==> src/rtl/jk_ff_pkg.sv <==
// Shared types for the JK/SR/D/T flip-flop bank.
// Mode encoding is visible on the bank's mode port, so the values are fixed.
package jk_ff_pkg;

    typedef enum logic [1:0] {
        MODE_JK = 2'd0,
        MODE_SR = 2'd1,
        MODE_D  = 2'd2,
        MODE_T  = 2'd3
    } ff_mode_t;

    localparam int MAX_WIDTH = 32;

endpackage

==> src/rtl/jk_ff_next.sv <==
// Per-bit next-state logic for one flip-flop channel in the selected mode.
// Latency: combinational. Backpressure: none.
// Flags the forbidden SR input (S=R=1); the caller decides whether it counts.
module jk_ff_next
    import jk_ff_pkg::*;
(
    input  ff_mode_t mode,
    input  logic     j,
    input  logic     k,
    input  logic     q,
    output logic     q_next,
    output logic     sr_conflict
);

    always_comb begin
        q_next      = q;
        sr_conflict = 1'b0;
        case (mode)
            MODE_JK: begin
                case ({j, k})
                    2'b10:   q_next = 1'b1;
                    2'b01:   q_next = 1'b0;
                    2'b11:   q_next = ~q;
                    default: q_next = q;
                endcase
            end
            MODE_SR: begin
                case ({j, k})
                    2'b10:   q_next = 1'b1;
                    2'b01:   q_next = 1'b0;
                    2'b11: begin
                        q_next      = q;
                        sr_conflict = 1'b1;
                    end
                    default: q_next = q;
                endcase
            end
            MODE_D:  q_next = j;
            MODE_T:  q_next = q ^ j;
            default: q_next = q;
        endcase
    end

endmodule

==> src/rtl/jk_ff_bank.sv <==
// Bank of WIDTH flip-flops sharing one run-time mode, with parallel load,
// sticky SR-conflict flags and a one-cycle changed mask. Latency: 1 clock to
// q/changed/conflict, qn combinational. Backpressure: none, sampled every edge.
module jk_ff_bank
    import jk_ff_pkg::*;
#(
    parameter int               WIDTH     = 8,
    parameter logic [WIDTH-1:0] RESET_VAL = {WIDTH{1'b0}}
) (
    input  logic             clk,
    input  logic             rst_n,
    input  logic             mode_we,
    input  logic [1:0]       mode_in,
    input  logic             en,
    input  logic [WIDTH-1:0] j,
    input  logic [WIDTH-1:0] k,
    input  logic             load,
    input  logic [WIDTH-1:0] load_data,
    input  logic             conflict_clr,
    output logic [WIDTH-1:0] q,
    output logic [WIDTH-1:0] qn,
    output logic [1:0]       mode,
    output logic [WIDTH-1:0] changed,
    output logic [WIDTH-1:0] conflict
);

    ff_mode_t         mode_q, mode_d;
    logic [WIDTH-1:0] q_q, q_d;
    logic [WIDTH-1:0] changed_q, changed_d;
    logic [WIDTH-1:0] conflict_q, conflict_d;
    logic [WIDTH-1:0] bit_next, bit_conflict, new_conflict;

    // Every channel evaluates with the mode already registered, so a mode
    // write only takes effect from the edge after it.
    for (genvar i = 0; i < WIDTH; i++) begin : g_bit
        jk_ff_next u_next (
            .mode        (mode_q),
            .j           (j[i]),
            .k           (k[i]),
            .q           (q_q[i]),
            .q_next      (bit_next[i]),
            .sr_conflict (bit_conflict[i])
        );
    end

    always_comb begin
        mode_d       = mode_we ? ff_mode_t'(mode_in) : mode_q;
        new_conflict = '0;
        q_d          = q_q;
        if (load) begin
            q_d = load_data;
        end else if (en) begin
            q_d          = bit_next;
            new_conflict = bit_conflict;
        end
        changed_d  = q_d ^ q_q;
        // A fresh conflict beats a clear on the same edge.
        conflict_d = (conflict_q & ~{WIDTH{conflict_clr}}) | new_conflict;
    end

    always_ff @(posedge clk or negedge rst_n) begin
        if (!rst_n) begin
            mode_q     <= MODE_JK;
            q_q        <= RESET_VAL;
            changed_q  <= '0;
            conflict_q <= '0;
        end else begin
            mode_q     <= mode_d;
            q_q        <= q_d;
            changed_q  <= changed_d;
            conflict_q <= conflict_d;
        end
    end

    assign q        = q_q;
    assign qn       = ~q_q;
    assign mode     = mode_q;
    assign changed  = changed_q;
    assign conflict = conflict_q;

endmodule
==> config.mk <==
export PLATFORM = sky130hd
export DESIGN_NAME = jk_ff_bank
export DESIGN_NICKNAME = d
export VERILOG_FILES = /design/src/rtl/jk_ff_pkg.sv /design/src/rtl/jk_ff_next.sv /design/src/rtl/jk_ff_bank.sv
export SDC_FILE = /design/constraint.sdc
export NUM_CORES = 1
export LEC_CHECK = 0
export ABC_AREA = 0
export CORE_ASPECT_RATIO = 1.25
export CORE_UTILIZATION = 43
export CTS_CLUSTER_SIZE = 12
export DETAILED_ROUTE_END_ITERATION = 12
export PLACE_DENSITY_LB_ADDON = 0.25
export SYNTH_ARGS = -nofsm -noshare
export SYNTH_HDL_FRONTEND = slang
export SYNTH_SLANG_ARGS = --single-unit
export TNS_END_PERCENT = 1
==> constraint.sdc <==
create_clock -name clk -period 1.6 [get_ports clk]
set_input_delay 0.16 -clock clk [delete_from_list [all_inputs] [get_ports clk]]
set_output_delay 0.16 -clock clk [all_outputs]
set_load 0.02 [all_outputs]
# Yosys cells after proc, flatten, opt, wreduce, memory -nomap -nowiden

Cells that the tools add are included.

Register bits: 26
Word-level logic and storage cells: 97
Input port bits: 32
Output and inout bits: 34

Bitwise operators: 21
Mux-type cells: 44
Reduce and logical (&&, ||, !) cells: 1
Equality and inequality tests: 27

Operator list:

| operator             | count |
|---|---|
| $eq A2 B2 Y1 const B | 18 |
| $mux W8              | 4 |
| $pmux W1 S4          | 8 |
| $pmux W1 S3          | 8 |
| $eq A2 B1 Y1 const B | 9 |
| $mux W1              | 16 |
| $not A8 Y8           | 2 |
| $pmux W1 S2          | 8 |
| $and A8 B8 Y8        | 1 |
| $not A1 Y1           | 8 |
| $or A8 B8 Y8         | 1 |
| $xor A1 B1 Y1        | 8 |
| $xor A8 B8 Y8        | 1 |
| $logic_not A2 Y1     | 1 |

# Depth between registers and ports, before layout

Gate-level depths: netlist of the first run.

Word-level depth: 6
Gate-level depth with buffers: 7
Gate-level depth less buffers: 6

# Modules after synthesis

From an unflattened synthesis of the first run, not the netlist that was laid out.

Cells, all modules: 211
Area total of the unflattened synthesis: 1,980.6 sq um

Modules (own cells, without submodules):

| module     | cells each | area an instance (sq um) | seq. area each (sq um) | times used |
|---|---|---|---|---|
| jk_ff_bank | 107        | 1,239.9                  | 650.6                  | 1 |
| jk_ff_next | 13         | 92.6                     | 0.0                    | 8 |

# Least setup slack after synthesis of the first run

No wires, ideal clock.

Path type: register to register
Start point: reg mode_q[0] (netlist: mode[0])
End point: reg changed_q[0] (netlist: changed[0])
Library setup time: 0.082 ns
Setup slack: -0.038 ns
Stages on the path, launching flop included: 6
Period minus slack after synthesis: 1.638 ns
Arrival time: 1.555 ns
Path buffers: 2
Path through: dfrtp_1 > buf_6 > buf_8 > nor4bb_1 > or4_1 > a22oi_2

Cells in the longest elaborated chain, start to end: 5
Elaborated cells on any way between the ends: 8
Classes of those cells: 3 x eq/ne; 3 x mux; 1 x bitwise; 1 x reduce/logical

Ends and longest elaborated chain:

| what                                       | line             | text |
|---|---|---|
| from (decl)                                | jk_ff_bank.sv:27 | `ff_mode_t mode_q, mode_d;` |
| from (signal assigned)                     | jk_ff_bank.sv:68 | `mode_q <= mode_d;` |
| $eq A2 B2 Y1, or another cell as far along | jk_ff_next.sv:18 | `case (mode)` |
| $pmux W1 S4 *                              | jk_ff_next.sv:18 |  |
| $mux W8 *                                  | jk_ff_bank.sv:52 | `end else if (en) begin` |
| $mux W8 *                                  | jk_ff_bank.sv:50 | `if (load) begin` |
| $xor A8 B8 Y8 *                            | jk_ff_bank.sv:56 | `changed_d = q_d ^ q_q;` |
| net changed_d[0]                           | jk_ff_bank.sv:29 | `logic [WIDTH-1:0] changed_q, changed_d;` |
| to (signal assigned)                       | jk_ff_bank.sv:70 | `changed_q <= changed_d;` |
| to (decl)                                  | jk_ff_bank.sv:29 |  |

Mark *: on every way through the listed nets, which the timed path passes. The rest lies on a longest branch.
A chain may end at the register's enable or synchronous reset.

# Worst setup path in the final report of the first run

Start point: reg mode_q[0] (netlist: mode[0])
End point: reg changed_q[1] (netlist: changed[1])

The elaborated chain is that of the path after synthesis.

==> results of run 1 <==
[state kept, by name, summed over array words and instances (netlist names)]
| signal | flops |
|---|---|
| mode | 2 |
| q | 8 |
| conflict | 8 |
| changed | 8 |
[power groups by stage]
stage | clock (mW) | combinational, mW | sequential, mW
CTS | 0.395 | 0.957 | 0.790
global placement | 0 | 0.906 | 0.816
finish | 0.383 | 0.967 | 0.792
global route | 0.425 | 1.05 | 0.802
detailed placement | 0 | 0.915 | 0.817
floorplan | 0 | 0.476 | 0.846
[logic make-up after synthesis]
| kind of cell | after synthesis | synth area share |
|---|---|---|
| xor gates and xnor gates | 8 | 0.0332 |
| DFF | 26 | 0.309 |
| AOI/OAI and AO/OA | 64 | 0.233 |
| adders and majority gates | 16 | 0.0950 |
| and+or+nand+nor | 72 | 0.214 |
| muxes | 2 | 0.0107 |
| buffers and inverters | 45 | 0.106 |
[worst max path at each step]
| stage | end | cells after the start | from |
|---|---|---|---|
| final | changed[1] | 5 | mode[0] |
| after CTS | changed[7] | 5 | mode[0] |
| after floorplan | changed[0] | 5 | mode[0] |
| after global placement | changed[7] | 7 | k[7] |
| after detailed placement | changed[7] | 7 | k[7] |
| after global routing | changed[1] | 5 | mode[0] |
[layout make-up]
class | instances | area (um^2) | area share
clock buffer | 4 | 45.0 | 0.0143
inverter | 24 | 90.1 | 0.0286
multi-input combinational | 162 | 1300 | 0.414
sequential | 26 | 656 | 0.208
tap | 60 | 75.1 | 0.0238
timing repair buffer | 102 | 981 | 0.311
[critical path: stages (launching register included)]
cell,delay (ns)
sky130_fd_sc_hd__dfrtp_4,0.51
sky130_fd_sc_hd__buf_6,0.15
sky130_fd_sc_hd__buf_6,0.12
sky130_fd_sc_hd__nor4bb_4,0.15
sky130_fd_sc_hd__or4_1,0.50
sky130_fd_sc_hd__a22oi_1,0.19
[layer usage]
| metal | vias to the layer above | share of wire | wire (um) |
|---|---|---|---|
| li1 | 995 | - | - |
| met1 | 959 | 0.41 | 2130 |
| met2 | 44 | 0.55 | 2920 |
| met3 | 4 | 0.029 | 151 |
| met4 | 0 | 0.011 | 59 |
| met5 | - | 0 | 0 |
[cells in the mapped netlist, types with 3 or more instances]
master	number	area [um^2]
sky130_fd_sc_hd__a21o_1	3	22.5
sky130_fd_sc_hd__nor4bb_1	7	70.1
sky130_fd_sc_hd__nand3b_1	3	22.5
sky130_fd_sc_hd__or4_1	3	22.5
sky130_fd_sc_hd__clkbuf_1	6	22.5
sky130_fd_sc_hd__o32a_1	5	50.1
sky130_fd_sc_hd__dfrtp_1	26	651
sky130_fd_sc_hd__o311ai_1	6	52.6
sky130_fd_sc_hd__a21boi_0	7	52.6
sky130_fd_sc_hd__a211o_1	5	43.8
sky130_fd_sc_hd__o21a_1	3	22.5
sky130_fd_sc_hd__ha_1	16	200
sky130_fd_sc_hd__buf_4	8	60.1
sky130_fd_sc_hd__a211oi_1	6	45.0
sky130_fd_sc_hd__a211oi_2	3	37.5
sky130_fd_sc_hd__nor2b_1	18	113
sky130_fd_sc_hd__inv_1	24	90.1
sky130_fd_sc_hd__a31oi_1	3	18.8
sky130_fd_sc_hd__and3b_1	4	35.0
sky130_fd_sc_hd__nor3b_1	4	30.0
sky130_fd_sc_hd__o21ai_0	11	55.1
sky130_fd_sc_hd__nor2_1	9	33.8
sky130_fd_sc_hd__nand4_1	5	31.3
sky130_fd_sc_hd__buf_2	5	25.0
sky130_fd_sc_hd__xnor2_1	3	26.3
sky130_fd_sc_hd__a21oi_1	6	30.0
sky130_fd_sc_hd__nand2_1	14	52.6
sky130_fd_sc_hd__xor2_1	5	43.8
[what timing repair did]
action                                  4_1_cts  5_1_grt
resized for setup                            15       17
buffers inserted                              4        0
endpoints found under the setup margin       21       20
pin swaps                                     9        9
==> results.sh, run 1 <==
export IMPL_syn_nets=281
export IMPL_p_per_area_mw_per_mm2=680
export IMPL_ioPinCount=66
export IMPL_worst_clock_skew_ns=0.00292
export IMPL_detail_route_antenna_nets=0
export IMPL_path_max_fanout=8
export IMPL_post_route_cell_area_mm2=0.00315
export IMPL_p_total_mw=2.14
export IMPL_num_vias=2002
export IMPL_core_rowCount=28
export IMPL_timing_setup_critical_path_class="flop to flop"
export IMPL_worstSetupEndpointType="flop"
export IMPL_cp_required_ns=1.79
export IMPL_final_core_util=0.666
export IMPL_share_of_post_route_cells_with_drive_strength_above_1=0.186
export IMPL_share_clk_of_total_power=0.179
export IMPL_postSynthAreaPerCell_um2=9.05
export IMPL_synthToLayoutAreaGrowth_pct=49.4
export IMPL_postCtsHoldBufs=0
export IMPL_htree_num_levels=1
export IMPL_power_switching_share=0.342
export IMPL_wire_length_of_the_first_global_routing_pass_um=8780
export IMPL_worst_setup_hold_path_clk_slew_ns=0.09
export IMPL_cellLeakagePower_nw=1.44
export IMPL_netlist_cell_type_count=38
export IMPL_net_switching_power_uw=733
export IMPL_synthFlopType="sky130_fd_sc_hd__dfrtp_1"
export IMPL_power_report_internal_total_mw=1.41
export IMPL_number_of_antenna_violations_at_the_first_check_in_global_routing=0
export IMPL_async_reset_ff_frac=1.00
export IMPL_grt_use_met1=0.259
export IMPL_share_comb_of_total_power=0.452
export IMPL_global_route_usage_total=0.216
export IMPL_dp_cells=370
export IMPL_fp_dieH_um=80.3
export IMPL_cts_inserted_buffers=3
export IMPL_hold_path_class="input port to async pin"
export IMPL_grt_pass1_vias=1930
export IMPL_tns_ns=-0.145
export IMPL_grt_busiest_layer="met2"
export IMPL_detailed_route_drc_error_count=0
export IMPL_placeableCoreArea_mm2=0.00473
export IMPL_regToRegEndpoint="changed[1]"
export IMPL_final_cell_mix="51 x sky130_fd_sc_hd__clkdlybuf4s50_1, 31 x sky130_fd_sc_hd__buf_4, 24 x sky130_fd_sc_hd__inv_1, 24 x sky130_fd_sc_hd__dfrtp_1, 18 x sky130_fd_sc_hd__nor2b_1"
export IMPL_routed_via_density=5.30
export IMPL_placed_area_mm2=0.00298
export IMPL_violations="negative setup slack"
export IMPL_clock_tree_from_tritoncts="yes"
export IMPL_fillerInstances=413
export IMPL_worst_slew_pin_transition_ns=0.358
export IMPL_setup_viol=4
export IMPL_cts_max_path_buffers=2
export IMPL_timing_final_crit_share=1.05
export IMPL_routed_wirelength_um=5260
export IMPL_synthesis_area_mm2=0.00211
export IMPL_wire_per_inst_um=13.9
export IMPL_layout_cells_most_common="sky130_fd_sc_hd__clkdlybuf4s50_1"
export IMPL_p_seq_frac=0.370
export IMPL_clkSinkCount=26
export IMPL_place_gp_congestion=0.773
export IMPL_hpwlAfterDp_um=3840
export IMPL_floorplan_initialDensity=0.446
export IMPL_ys_warn_count=0
export IMPL_maxSlewHeadroom=0.758
export IMPL_rsz0062_at_grt="true"
export IMPL_grt_use_met3=0.0213
export IMPL_min_period_ns=1.68
export IMPL_regToRegStartpoint="mode[0]"
export IMPL_count_of_buffers_inserted_at_the_top_level_ports=65
export IMPL_ir_worst_vdd_mv=0.384
export IMPL_max_freq_mhz=593
export IMPL_type_of_element_launching_the_critical_path="flop"
export IMPL_placement_setup_worst_slack_ns=-0.368
export IMPL_synth_edf_count=0
export IMPL_worst_r2r_path_depth=5
export IMPL_drtPass1Iterations=4
export IMPL_die_w_um=64.6
export IMPL_maxSlewViolCount=0
export IMPL_worstSkewPairLatency_ns=0.26
export IMPL_post_route_worst_setup_slack_ns=-0.0850
export IMPL_synth_seq_area_share=0.309
export IMPL_count_of_final_hold_check_violations=0
export IMPL_grt_max_degree=29
export IMPL_detail_route_iter0_violations=124
export IMPL_met2_usage=0.400
export IMPL_root_buffer="sky130_fd_sc_hd__clkbuf_8"
export IMPL_regToRegSetupSlack_ns=-0.08
export IMPL_postSynthRegisterBits=26
export IMPL_syn_instance_count=233
export IMPL_max_cap_violations=0
export IMPL_stdcell_count=378
export IMPL_die_area_mm2=0.00519
export IMPL_insertedDiodeCount=0
export IMPL_overflow=0
export IMPL_critPathArrivalTime_ns=1.87
export IMPL_final_hold_worst_slack_ns=0.269
export IMPL_layout_nets=367
export IMPL_status="complete, but fails checks"
Note: power is estimated with default switching activity, not from simulation.
==> run 2: changes to the inputs <==
CORE_UTILIZATION = 30   (was 43)
==> run 2 against run 1 <==
- the flow still finishes with violations (negative setup slack)
- core utilization down 18 points
- via count up 1.4%
- count of clock-buffer cells in the layout down 1
- clock skew up 0.0040 ns
- clock power up 48%
==> results.sh, run 2 (synthesis results as in run 1) <==
export IMPL_max_cap_violations=0
export IMPL_floorplan_initialDensity=0.315
export IMPL_grt_max_degree=27
export IMPL_share_of_post_route_cells_with_drive_strength_above_1=0.218
export IMPL_maxSlewHeadroom=0.749
export IMPL_detailed_route_drc_error_count=0
export IMPL_number_of_antenna_violations_at_the_first_check_in_global_routing=0
export IMPL_htree_num_levels=1
export IMPL_worst_slew_pin_transition_ns=0.371
export IMPL_cts_max_path_buffers=2
export IMPL_hold_path_class="input port to async pin"
export IMPL_detail_route_iter0_violations=87
export IMPL_worst_setup_hold_path_clk_slew_ns=0.10
export IMPL_share_comb_of_total_power=0.418
export IMPL_overflow=0
export IMPL_cp_num_buf_inv=2
export IMPL_worst_r2r_path_depth=5
export IMPL_timing_critical_path_max_delay_family="compound AO/OA/AOI/OAI gates"
export IMPL_path_max_fanout=3
export IMPL_critical_path_cell_count=7
export IMPL_violations="negative setup slack"
export IMPL_core_rowCount=33
export IMPL_cts_inserted_buffers=3
export IMPL_count_of_buffers_inserted_at_the_top_level_ports=65
export IMPL_fp_dieH_um=95.7
export IMPL_place_gp_congestion=0.834
export IMPL_max_freq_mhz=596
export IMPL_cellLeakagePower_nw=1.45
export IMPL_worstSetupEndpointType="flop"
export IMPL_detail_route_antenna_nets=0
export IMPL_post_route_cell_area_mm2=0.00325
export IMPL_setup_viol=5
export IMPL_die_w_um=77.0
export IMPL_post_route_worst_setup_slack_ns=-0.0785
export IMPL_final_cell_mix="49 x sky130_fd_sc_hd__clkdlybuf4s50_1, 31 x sky130_fd_sc_hd__buf_4, 24 x sky130_fd_sc_hd__inv_1, 24 x sky130_fd_sc_hd__dfrtp_1, 17 x sky130_fd_sc_hd__nor2b_1"
export IMPL_worstSkewPairLatency_ns=0.28
export IMPL_cp_required_ns=1.77
export IMPL_power_report_internal_total_mw=1.56
export IMPL_ioPinCount=66
export IMPL_routed_wirelength_um=5780
export IMPL_tns_ns=-0.233
export IMPL_layout_nets=366
export IMPL_crit_path_top_delay_cell="sky130_fd_sc_hd__clkdlybuf4s50_1"
export IMPL_p_seq_frac=0.339
export IMPL_count_of_final_hold_check_violations=0
export IMPL_p_total_mw=2.33
export IMPL_p_per_area_mw_per_mm2=719
export IMPL_insertedDiodeCount=0
export IMPL_power_switching_share=0.331
export IMPL_timing_final_crit_share=1.05
export IMPL_wire_per_inst_um=14.3
export IMPL_ir_worst_vdd_mv=0.354
export IMPL_cp_cell_sequence="clkdlybuf4s50_1, inv_1, ha_1, and4bb_1, a311oi_2, nor2_1, a211o_1"
export IMPL_layout_cells_most_common="sky130_fd_sc_hd__clkdlybuf4s50_1"
export IMPL_grt_pass1_vias=1988
export IMPL_global_route_usage_total=0.159
export IMPL_placement_setup_worst_slack_ns=-0.378
export IMPL_final_core_util=0.485
export IMPL_placeableCoreArea_mm2=0.00669
export IMPL_critPathArrivalTime_ns=1.85
export IMPL_root_buffer="sky130_fd_sc_hd__clkbuf_8"
export IMPL_net_switching_power_uw=774
export IMPL_num_vias=2030
export IMPL_worst_clock_skew_ns=0.00690
export IMPL_clock_tree_from_tritoncts="yes"
export IMPL_drtPass1Iterations=4
export IMPL_wire_length_of_the_first_global_routing_pass_um=9340
export IMPL_share_clk_of_total_power=0.243
export IMPL_placed_area_mm2=0.00301
export IMPL_synthToLayoutAreaGrowth_pct=53.9
export IMPL_die_area_mm2=0.00737
export IMPL_critPathMaxStageDelay_ns=0.48
export IMPL_timing_setup_critical_path_class="input port to flop"
export IMPL_rsz0062_at_grt="true"
export IMPL_routed_via_density=5.02
export IMPL_type_of_element_launching_the_critical_path="input port"
export IMPL_clkSinkCount=26
export IMPL_maxSlewViolCount=0
export IMPL_hpwlAfterDp_um=4140
export IMPL_status="complete, but fails checks"
export IMPL_min_period_ns=1.68
-- run 2: cell types whose count changed in the layout (fill, tap and decap cells not counted), sizes merged --
cell	previous run	this run
dlygate4sd2	7	9
bufinv	0	1
clkbuf	4	3
clkdlybuf4s50	51	49
buf	37	36
-- run 2: through the flow --
step	hold WS [ns]	instances
detailed placement	0.517	397
global placement	0.513	397
finish	0.247	404
CTS	0.253	404
floorplan	-0.136	233
global route	0.290	404
-- run 2: worst reg2reg max path: stages (launching register included) --
cell and delay (ns):
sky130_fd_sc_hd__dfrtp_2 0.43, sky130_fd_sc_hd__buf_2 0.18, sky130_fd_sc_hd__and2b_1 0.22, sky130_fd_sc_hd__o311ai_2 0.09, sky130_fd_sc_hd__or4_1 0.48, sky130_fd_sc_hd__a22oi_1 0.18
-- run 2: repair_timing --
| action | 4_1_cts | 5_1_grt |
|---|---|---|
| setup endpoints to repair | 20 | 22 |
| hold buffers | 0 | 0 |
| gates cloned | 0 | 0 |
| gates resized for setup | 14 | 24 |
| pin swaps | 5 | 5 |
| buffers inserted | 3 | 0 |
-- run 2: cell type report --
cell class              instances  area, um^2
well taps                      87         109
flip-flops and latches         26         653
clock buffers                   3        41.3
fillers                       665        3440
multi-input cells             162        1370
clock inverters                 1        30.0
inverters                      24        90.1
repair buffers                101         957
-- run 2: path summary, 6_finish.rpt --
kind	from	endpoint	slack [ns]
setup / recovery	k[6]	q[6]	-0.08
hold / removal	rst_n	conflict[0]	0.25
setup reg to reg	mode[0]	changed[7]	-0.06
hold reg to reg	conflict[7]	conflict[7]	0.53
max in group asynchronous	rst_n	mode[1]	1.07
min in group clk	mode_in[0]	mode[0]	0.50
-- run 2: layer usage --
metal | track usage | share of wire | vias to the layer above
met3 | 0.0246 | 0.053 | 6
met2 | 0.292 | 0.52 | 59
met1 | 0.190 | 0.42 | 968
li1 | - | - | 997
met4 | 0.0487 | 0.0092 | 0
met5 | 0 | 0 | -
-- run 2: power by group through the flow --
stage / clock, mW / combinational, mW / sequential, mW
floorplan: 0 / 0.476 / 0.846
global placement: 0 / 0.917 / 0.816
detailed placement: 0 / 0.922 / 0.817
CTS: 0.589 / 0.942 / 0.791
global route: 0.606 / 1.06 / 0.804
finish: 0.567 / 0.976 / 0.791
==> run 3: changes to the inputs <==
SETUP_SLACK_MARGIN = 0.15   (was unset)
==> run 3 against run 2 <==
- register-to-register slack about the same
- combinational power fell by 1%
- flip-flop and latch count unchanged
- sequential power barely moved
- setup slack gained 0.025 ns
- power shrank 8.3%
- maximum frequency is 1.5% higher
- largest power group unchanged
- via count fell by 3.0%
- clock power is 31% lower
- the run still ends with negative setup slack left
- final cell count up 0.99%
- sequential share of layout area rose by 0.55 points
==> results.sh, run 3 (synthesis results as in run 1) <==
export IMPL_status="complete, but fails checks"
export IMPL_violations="negative setup slack"
export IMPL_detail_route_iter0_violations=103
export IMPL_setup_viol=6
export IMPL_post_route_worst_setup_slack_ns=-0.0532
export IMPL_postCtsHoldBufs=0
export IMPL_routed_wirelength_um=5480
export IMPL_detailed_route_drc_error_count=0
export IMPL_min_period_ns=1.65
export IMPL_cp_required_ns=1.80
export IMPL_routed_via_density=4.83
export IMPL_post_route_cell_area_mm2=0.00317
export IMPL_die_w_um=77.0
export IMPL_cts_max_path_buffers=2
export IMPL_fp_dieH_um=95.7
export IMPL_worst_slew_pin_transition_ns=0.367
export IMPL_place_gp_congestion=0.813
export IMPL_layout_nets=370
export IMPL_max_cap_violations=0
export IMPL_num_vias=1969
export IMPL_max_freq_mhz=605
export IMPL_cellLeakagePower_nw=1.41
export IMPL_worstSetupEndpointType="flop"
export IMPL_path_max_fanout=5
export IMPL_wire_length_of_the_first_global_routing_pass_um=9020
export IMPL_tns_ns=-0.0918
export IMPL_root_buffer="sky130_fd_sc_hd__clkbuf_8"
export IMPL_layout_cells_most_common="sky130_fd_sc_hd__clkdlybuf4s50_1"
export IMPL_count_of_final_hold_check_violations=0
export IMPL_timing_setup_critical_path_class="flop to flop"
export IMPL_hpwlAfterDp_um=4110
export IMPL_grt_pass1_vias=1895
export IMPL_placeableCoreArea_mm2=0.00669
export IMPL_rsz0062_at_grt="true"
export IMPL_p_per_area_mw_per_mm2=675
export IMPL_final_cell_mix="45 x sky130_fd_sc_hd__clkdlybuf4s50_1, 31 x sky130_fd_sc_hd__buf_4, 24 x sky130_fd_sc_hd__inv_1, 24 x sky130_fd_sc_hd__dfrtp_1, 19 x sky130_fd_sc_hd__dlygate4sd2_1"
export IMPL_grt_max_degree=27
export IMPL_detail_route_antenna_nets=0
export IMPL_global_route_usage_total=0.156
export IMPL_overflow=0
export IMPL_cts_inserted_buffers=3
export IMPL_die_area_mm2=0.00737
export IMPL_htree_num_levels=1
export IMPL_core_rowCount=33
export IMPL_synthToLayoutAreaGrowth_pct=50.4
export IMPL_maxSlewViolCount=0
export IMPL_worstSkewPairLatency_ns=0.27
export IMPL_critPathArrivalTime_ns=1.85
export IMPL_clock_tree_from_tritoncts="yes"
export IMPL_type_of_element_launching_the_critical_path="flop"
export IMPL_number_of_antenna_violations_at_the_first_check_in_global_routing=0
export IMPL_count_of_buffers_inserted_at_the_top_level_ports=65
export IMPL_worst_setup_hold_path_clk_slew_ns=0.09
export IMPL_placed_area_mm2=0.00301
export IMPL_insertedDiodeCount=0
export IMPL_ir_worst_vdd_mv=0.313
export IMPL_maxSlewHeadroom=0.752
export IMPL_final_core_util=0.474
export IMPL_hold_path_class="input port to async pin"
export IMPL_worst_clock_skew_ns=0.00169
export IMPL_wire_per_inst_um=13.4
export IMPL_clkSinkCount=26
export IMPL_timing_final_crit_share=1.03
export IMPL_ioPinCount=66
export IMPL_share_of_post_route_cells_with_drive_strength_above_1=0.212
export IMPL_drtPass1Iterations=4
export IMPL_floorplan_initialDensity=0.315
==> run 3: changes by cell type in the layout (fill, tap and decap cells not counted), sizes merged <==
cell           before  now
dlygate4sd2         9   19
buf                36   40
clkdlybuf4s50      49   45
clkbuf              3    5
dlymetal6s2s        7    0
bufinv              1    0
==> run 3: path summary, 6_finish.rpt <==
| path | from | end | slack, ns | cells after the start |
|---|---|---|---|---|
| worst max-delay path | mode[0] | changed[0] | -0.05 | 5 |
| worst min register to register | conflict[5] | conflict[5] | 0.52 | 2 |
| worst min-delay path | rst_n | q[1] | 0.26 | 2 |
| worst max register to register | mode[0] | changed[0] | -0.05 | 5 |
| min in group clk | k[7] | conflict[7] | 0.44 | 4 |
| max in group asynchronous | rst_n | mode[0] | 1.06 | 2 |
==> run 3: layout make-up <==
type / instances / area (um^2)
fill: 669 / 3520
tap: 87 / 109
inverter: 24 / 90.1
timing repair buffer: 105 / 962
sequential: 26 / 656
clock buffer: 4 / 45.0
multi-input combinational: 162 / 1310
==> run 3: report_power, final <==
group,leakage [nW],internal (mW),switching [mW]
clock,0.0228,0.179,0.212
combinational,1.06,0.489,0.473
sequential,0.325,0.726,0.0623
==> run 3: worst max-delay path, stage by stage, from the launching register on <==
cell                       delay [ns]
sky130_fd_sc_hd__dfrtp_4         0.52
sky130_fd_sc_hd__buf_4           0.16
sky130_fd_sc_hd__nor4bb_1        0.13
sky130_fd_sc_hd__buf_4           0.14
sky130_fd_sc_hd__or4_4           0.47
sky130_fd_sc_hd__a22oi_2         0.16
==> run 3: repair_timing <==
| action | 4_1_cts | 5_1_grt |
|---|---|---|
| setup endpoints to repair | 33 | 23 |
| gates cloned | 1 | 0 |
| pin swaps | 17 | 8 |
| resized for setup | 32 | 17 |
| setup buffers | 4 | 0 |
==> run 3: stage by stage <==
step	setup WS [ns]	hold slack, ns	cells	power [mW]
2_1_floorplan	0.00584	-0.136	233	1.32
3_3_place_gp	-0.334	0.508	399	1.73
3_5_place_dp	-0.404	0.514	399	1.74
4_1_cts	-0.0623	0.264	408	2.14
5_1_grt	-0.108	0.287	408	2.28
6_report	-0.0532	0.255	408	2.14
==> run 3: per-layer routing <==
metal,GRT usage,share of wire
met5,0,0
met4,0.0613,0.016
met3,0.0180,0.030
met2,0.265,0.48
met1,0.203,0.48
==> edit 1: new RTL, settings of run 1 <==
Register the input `mode_in` before use. The logic sees it one clock later. The other inputs are not delayed to match.
--- a/src/rtl/jk_ff_bank.sv
+++ b/src/rtl/jk_ff_bank.sv
@@ -26,2 +26,8 @@
 
+    logic [1:0] mode_r;
+
+    always_ff @(posedge clk) begin
+        mode_r <= mode_in;
+    end
+
     ff_mode_t         mode_q, mode_d;
@@ -46,3 +52,3 @@
     always_comb begin
-        mode_d       = mode_we ? ff_mode_t'(mode_in) : mode_q;
+        mode_d       = mode_we ? ff_mode_t'(mode_r) : mode_q;
         new_conflict = '0;
Behaviour: not the same (a bounded check fails within 4 cycles, from zero or initial values and one cycle with rst_n low).
==> edit 1 against run 1 <==
  * The run still ends with negative setup slack left
  * Critical path depth grew 1
  * Setup slack better by 57 ps
  * Power grew 9.8%
  * Global-route usage shrank 0.92 points
  * Area after synthesis is 1.9% higher
  * Design area grew 0.56%
  * Routed wire length increased by 2.0%
  * Synthesized cell count grew 4.3%
  * Via count grew 0.95%
  * Sequential cell count up 2
==> edit 1: results (changes against run 1) <==
Synth
  • Asr flop ratio synth: 92.9% (-7.1 points)
  • Mux cell area share after synthesis: 1.05% (-0.020 points)
  • Synth top area cells: dfrtp_1, ha_1, nor2b_1
  • Synth Register Bits: 28 (+7.7%)
  • Syn Inst Count: 243 (+4.3%)
  • Syn Nets: 291 (+3.6%)
  • Adder-cell share of the synthesized area: 9.32% (-0.18 points)
  • XOR/XNOR share of the synthesized area: 3.67% (+0.35 points)

Power and ir drop
  • Peak VDD IR: 0.522 mV (+36%)
  • Psw: 759 uW (+3.5%)
  • Clk network pwr share: 24.3% (+6.4 points)
  • P_seq: 842 uW (+6.3%)
  • PnR Total Power: 2.35 mW (+9.8%)
  • Static leakage: 1.44 nW (-0.57%)
  • PD cells: 742 mW/mm^2 (+9.2%)

Placed design
  • Placed insts: 383 (+3.5%)
  • DP HPWL: 3.98 mm (+3.5%)

Drt
  • Routed vias: 2021 (+0.95%)
  • Initial drt markers: 113 (-8.9%)

STA
  • Final Skew: 2.12 ps (-0.798 ps)
  • Tightest Pin Transition: 366 ps (+7.64 ps)
  • Worst setup margin: -27.8 ps (+57.2 ps)
  • Setup-failing EPs final: 1 (-3)
  • Setup TNS: -27.8 ps (+117 ps)

Cells and area
  • Clock buf/inv share: 2.25% (+0.82 points)
  • Clkbuf count: 3 (-1)
  • Comb_multi_in: 169 (+4.3%)
  • Storage element area: 693 um^2 (+5.7%)
  • Layout Cells excl Fill: 388 (+2.6%)
  • Count of non-CTS buffers in the layout: 103 (+0.98%)

Status
  • Status: complete, but fails checks
  • Failing checks: negative setup slack

Global routing
  • First-pass GRT wire length: 8.56 mm (-2.5%)

Setup path
  • CP max stage delay: 460 ps (-50 ps)

Clocking
  • Worst-Skew Late Latency: 280 ps (+20 ps)
==> edit 1: cell types whose count changed after synthesis, sizes merged, moves of 2 or more <==
cell	delta
o21ai	+2
a221oi	+2
dfxtp	+2
nor2	+2
a21oi	+4
nand2b	+2
nor2b	-3
o311ai	-2
nor4	+2
==> edit 1: worst paths after layout <==
kind	slack, ps	cells past startpoint	from	to
worst max-delay path	-30	6	mode[0]$_DFFE_PN0P_	changed[1]$_DFF_PN0_
worst min-delay path	250	2	rst_n	changed[2]$_DFF_PN0_
worst max register to register	-30	6	mode[0]$_DFFE_PN0P_	changed[1]$_DFF_PN0_
worst min register to register	470	1	mode_r[0]$_DFF_P_	mode[0]$_DFFE_PN0P_
max in group asynchronous	1070	2	rst_n	mode[0]$_DFFE_PN0P_
min in group clk	310	1	mode_in[0]	mode_r[0]$_DFF_P_
==> edit 1: layer usage <==
metal | global-route usage (%) | routed length (um)
met4 | 8.48 | 34
met5 | 0 | 0
met1 | 26.4 | 2490
met2 | 34.8 | 2650
met3 | 2.95 | 189
==> edit 2: new RTL, flow settings as in run 1 <==
Without the edit above. Set the parameter `WIDTH` to 12 (it was 8).
--- a/src/rtl/jk_ff_bank.sv
+++ b/src/rtl/jk_ff_bank.sv
@@ -6,3 +6,3 @@
 #(
-    parameter int               WIDTH     = 8,
+    parameter int               WIDTH     = 12,
     parameter logic [WIDTH-1:0] RESET_VAL = {WIDTH{1'b0}}
Interface: changed (7 resized); port bits go from 66 to 94. The function was not compared with the original's and may differ.
==> edit 2 against run 1 <==
  * The run still ends with negative setup slack left
  * Design area is 48% higher
  * Combinational power is 53% higher
  * Sequential cell count is 12 higher
  * Area after synthesis is 46% higher
  * Setup slack better by 24 ps
  * Die area is 45% higher
  * Clock skew is 3.9 ps higher
  * Final cell count is 53% higher
  * Power is 62% higher
  * Routed wire length is 60% higher
  * Largest cell class unchanged
==> edit 2: results (changes against run 1) <==
Cells and area
  • # nets final: 557 (+52%)
  • Layout cells sized above 1: 21.0% (+2.5 points)
  • Filler Cells Inserted: 563 (+36%)
  • Layout Cells excl Fill: 580 (+53%)

Global routing
  • Largest net degree at the start of global routing: 39 (+34%)
  • Initial antenna violation count: 0 (unchanged)
  • First-pass GRT wire length: 13.5 mm (+53%)
  • Vias in the first global route: 2911 (+51%)
  • Total GRT Usage: 22.3% (+0.70 points)

Setup path
  • Peak fanout along the critical path: 7 (-1)
  • Worst Path Arrival: 1840 ps (-30 ps)
  • Reg2reg start: mode[0]$_DFFE_PN0P_
  • Reg2Reg Capture Point: q[8]$_DFF_PN0_
  • Reg2reg path depth: 7 (+2)

STA
  • Tightest Pin Transition: 522 ps (+164 ps)
  • Setup-failing EPs final: 12 (+8)
  • Setup TNS: -333 ps (-188 ps)
  • Worst setup margin: -60.7 ps (+24.2 ps)
  • Final Skew: 6.78 ps (+3.86 ps)

Power and ir drop
  • Clock network power consumption: 837 uW (+120%)
  • Sw Ratio: 34.3% (+0.081 points)
  • Peak VDD IR: 0.503 mV (+31%)
  • Clk network pwr share: 24.2% (+6.3 points)
  • Flop pwr share: 33.3% (-3.7 points)
  • Static leakage: 2.16 nW (+50%)

Synth
  • Post-synth top cells: dfrtp_1, inv_1, nor2b_1
  • Syn Inst Count: 355 (+52%)
  • Register area share after synthesis: 30.8% (about the same)
  • Syn Nets: 423 (+51%)
  • Synth top area cells: dfrtp_1, ha_1, nor2b_1
  • Asr flop ratio synth: 100% (unchanged)
  • Distinct cell type count after synthesis: 45 (+18%)

Status
  • Failing checks: negative setup slack
  • Status: complete, but fails checks

Clocking
  • H-tree level count: 2 (+1)
  • CTS Buf Count: 5 (+2)
  • Clk slew on worst S/H paths: 80 ps
  • Root Driver: clkbuf_8
  • Worst-Skew Late Latency: 300 ps (+40 ps)

Drt
  • Wire per inst: 14.5 um (+4.3%)
  • Routed vias: 3056 (+53%)
  • Router iterations before antenna repair: 4 (unchanged)
  • Initial drt markers: 133 (+7.3%)

Placed design
  • Gp weighted congestion: 0.783 (+1.3%)
  • DP HPWL: 6.14 mm (+60%)
  • Port bufs: 93 (+43%)
## edit 2: cell count changes in the layout (fill, tap and decap cells not counted), sizes merged, moves of 10 or more
cell and change:
o31a +10, nand2 +12, buf +34, nor2b +11
dfrtp +12, a21oi +16, clkdlybuf4s50 +19, inv +13
## edit 2: cell families (layout without fill, tap and decap cells)
logic type / count (synthesis) / in the layout / share of synthesized area [%]
simple gates: 97 / 97 / 17.7
xor+xnor: 12 / 12 / 3.41
fa+ha+maj: 24 / 24 / 9.74
buf+inv: 74 / 209 / 11.2
flops: 38 / 38 / 30.8
compound gates: 102 / 102 / 24.4
mux: 8 / 8 / 2.68
## edit 2: worst max-delay path: stages, from the launching register on
cell       delay (ps)
dfrtp_2           470
buf_6             160
buf_6             110
nor4bb_4          140
a211oi_2          300
buf_4             170
a2bb2oi_2         110
o31ai_1            80
## edit 2: how the worst max path moves through the flow
stage                              from                    to  slack (ps)  cells after the start
detailed placement                 k[6]  changed[6]$_DFF_PN0_        -320                      7
finish              mode[0]$_DFFE_PN0P_        q[8]$_DFF_PN0_         -60                      7
global placement                   k[6]  changed[6]$_DFF_PN0_        -240                      7
global route        mode[0]$_DFFE_PN0P_        q[8]$_DFF_PN0_        -130                      7
CTS                 mode[0]$_DFFE_PN0P_  changed[7]$_DFF_PN0_         -80                      6
floorplan           mode[0]$_DFFE_PN0P_  changed[0]$_DFF_PN0_         -50                      6
## edit 2: per-layer routing
layer  up-vias  GRT usage [%]  wire length [um]
li1       1509              -                 -
met1      1458           27.6              3550
met2        81           38.8              4350
met3         8           4.06               409
met4         0           7.11               106
met5         -              0                 0
## edit 2: repair_timing
action / in CTS / in global routing
pin swaps: 0 / 6
endpoints found under the hold margin: 38 / 0
cloned: 0 / 0
endpoints found under the setup margin: 26 / 25
hold buffers: 1 / 0
setup buffers: 0 / 8
resized for setup: 16 / 26
## edit 2: area by class of cell
| cell class | instances | area [um^2] | area share (%) |
|---|---|---|---|
| flip-flops and latches | 38 | 953 | 20.4 |
| well taps | 90 | 113 | 2.41 |
| repair buffers | 164 | 1480 | 31.8 |
| clock buffers | 5 | 68.8 | 1.47 |
| clock inverters | 3 | 40.0 | 0.857 |
| inverters | 37 | 139 | 2.97 |
| multi-input cells | 243 | 1870 | 40.1 |
## edit 2: per-stage QoR
| step | hold WS, ps | util [%] | instance area, um^2 | setup slack [ps] |
|---|---|---|---|---|
| floorplan | -136 | - | 3090 | -54.3 |
| detailed placement | 259 | 63.4 | 4400 | -324 |
| global placement | 257 | 63.4 | 4400 | -235 |
| CTS | 467 | 64.9 | 4500 | -76.1 |
| finish | 450 | 67.3 | 4670 | -60.7 |
| global route | 484 | 67.3 | 4670 | -131 |
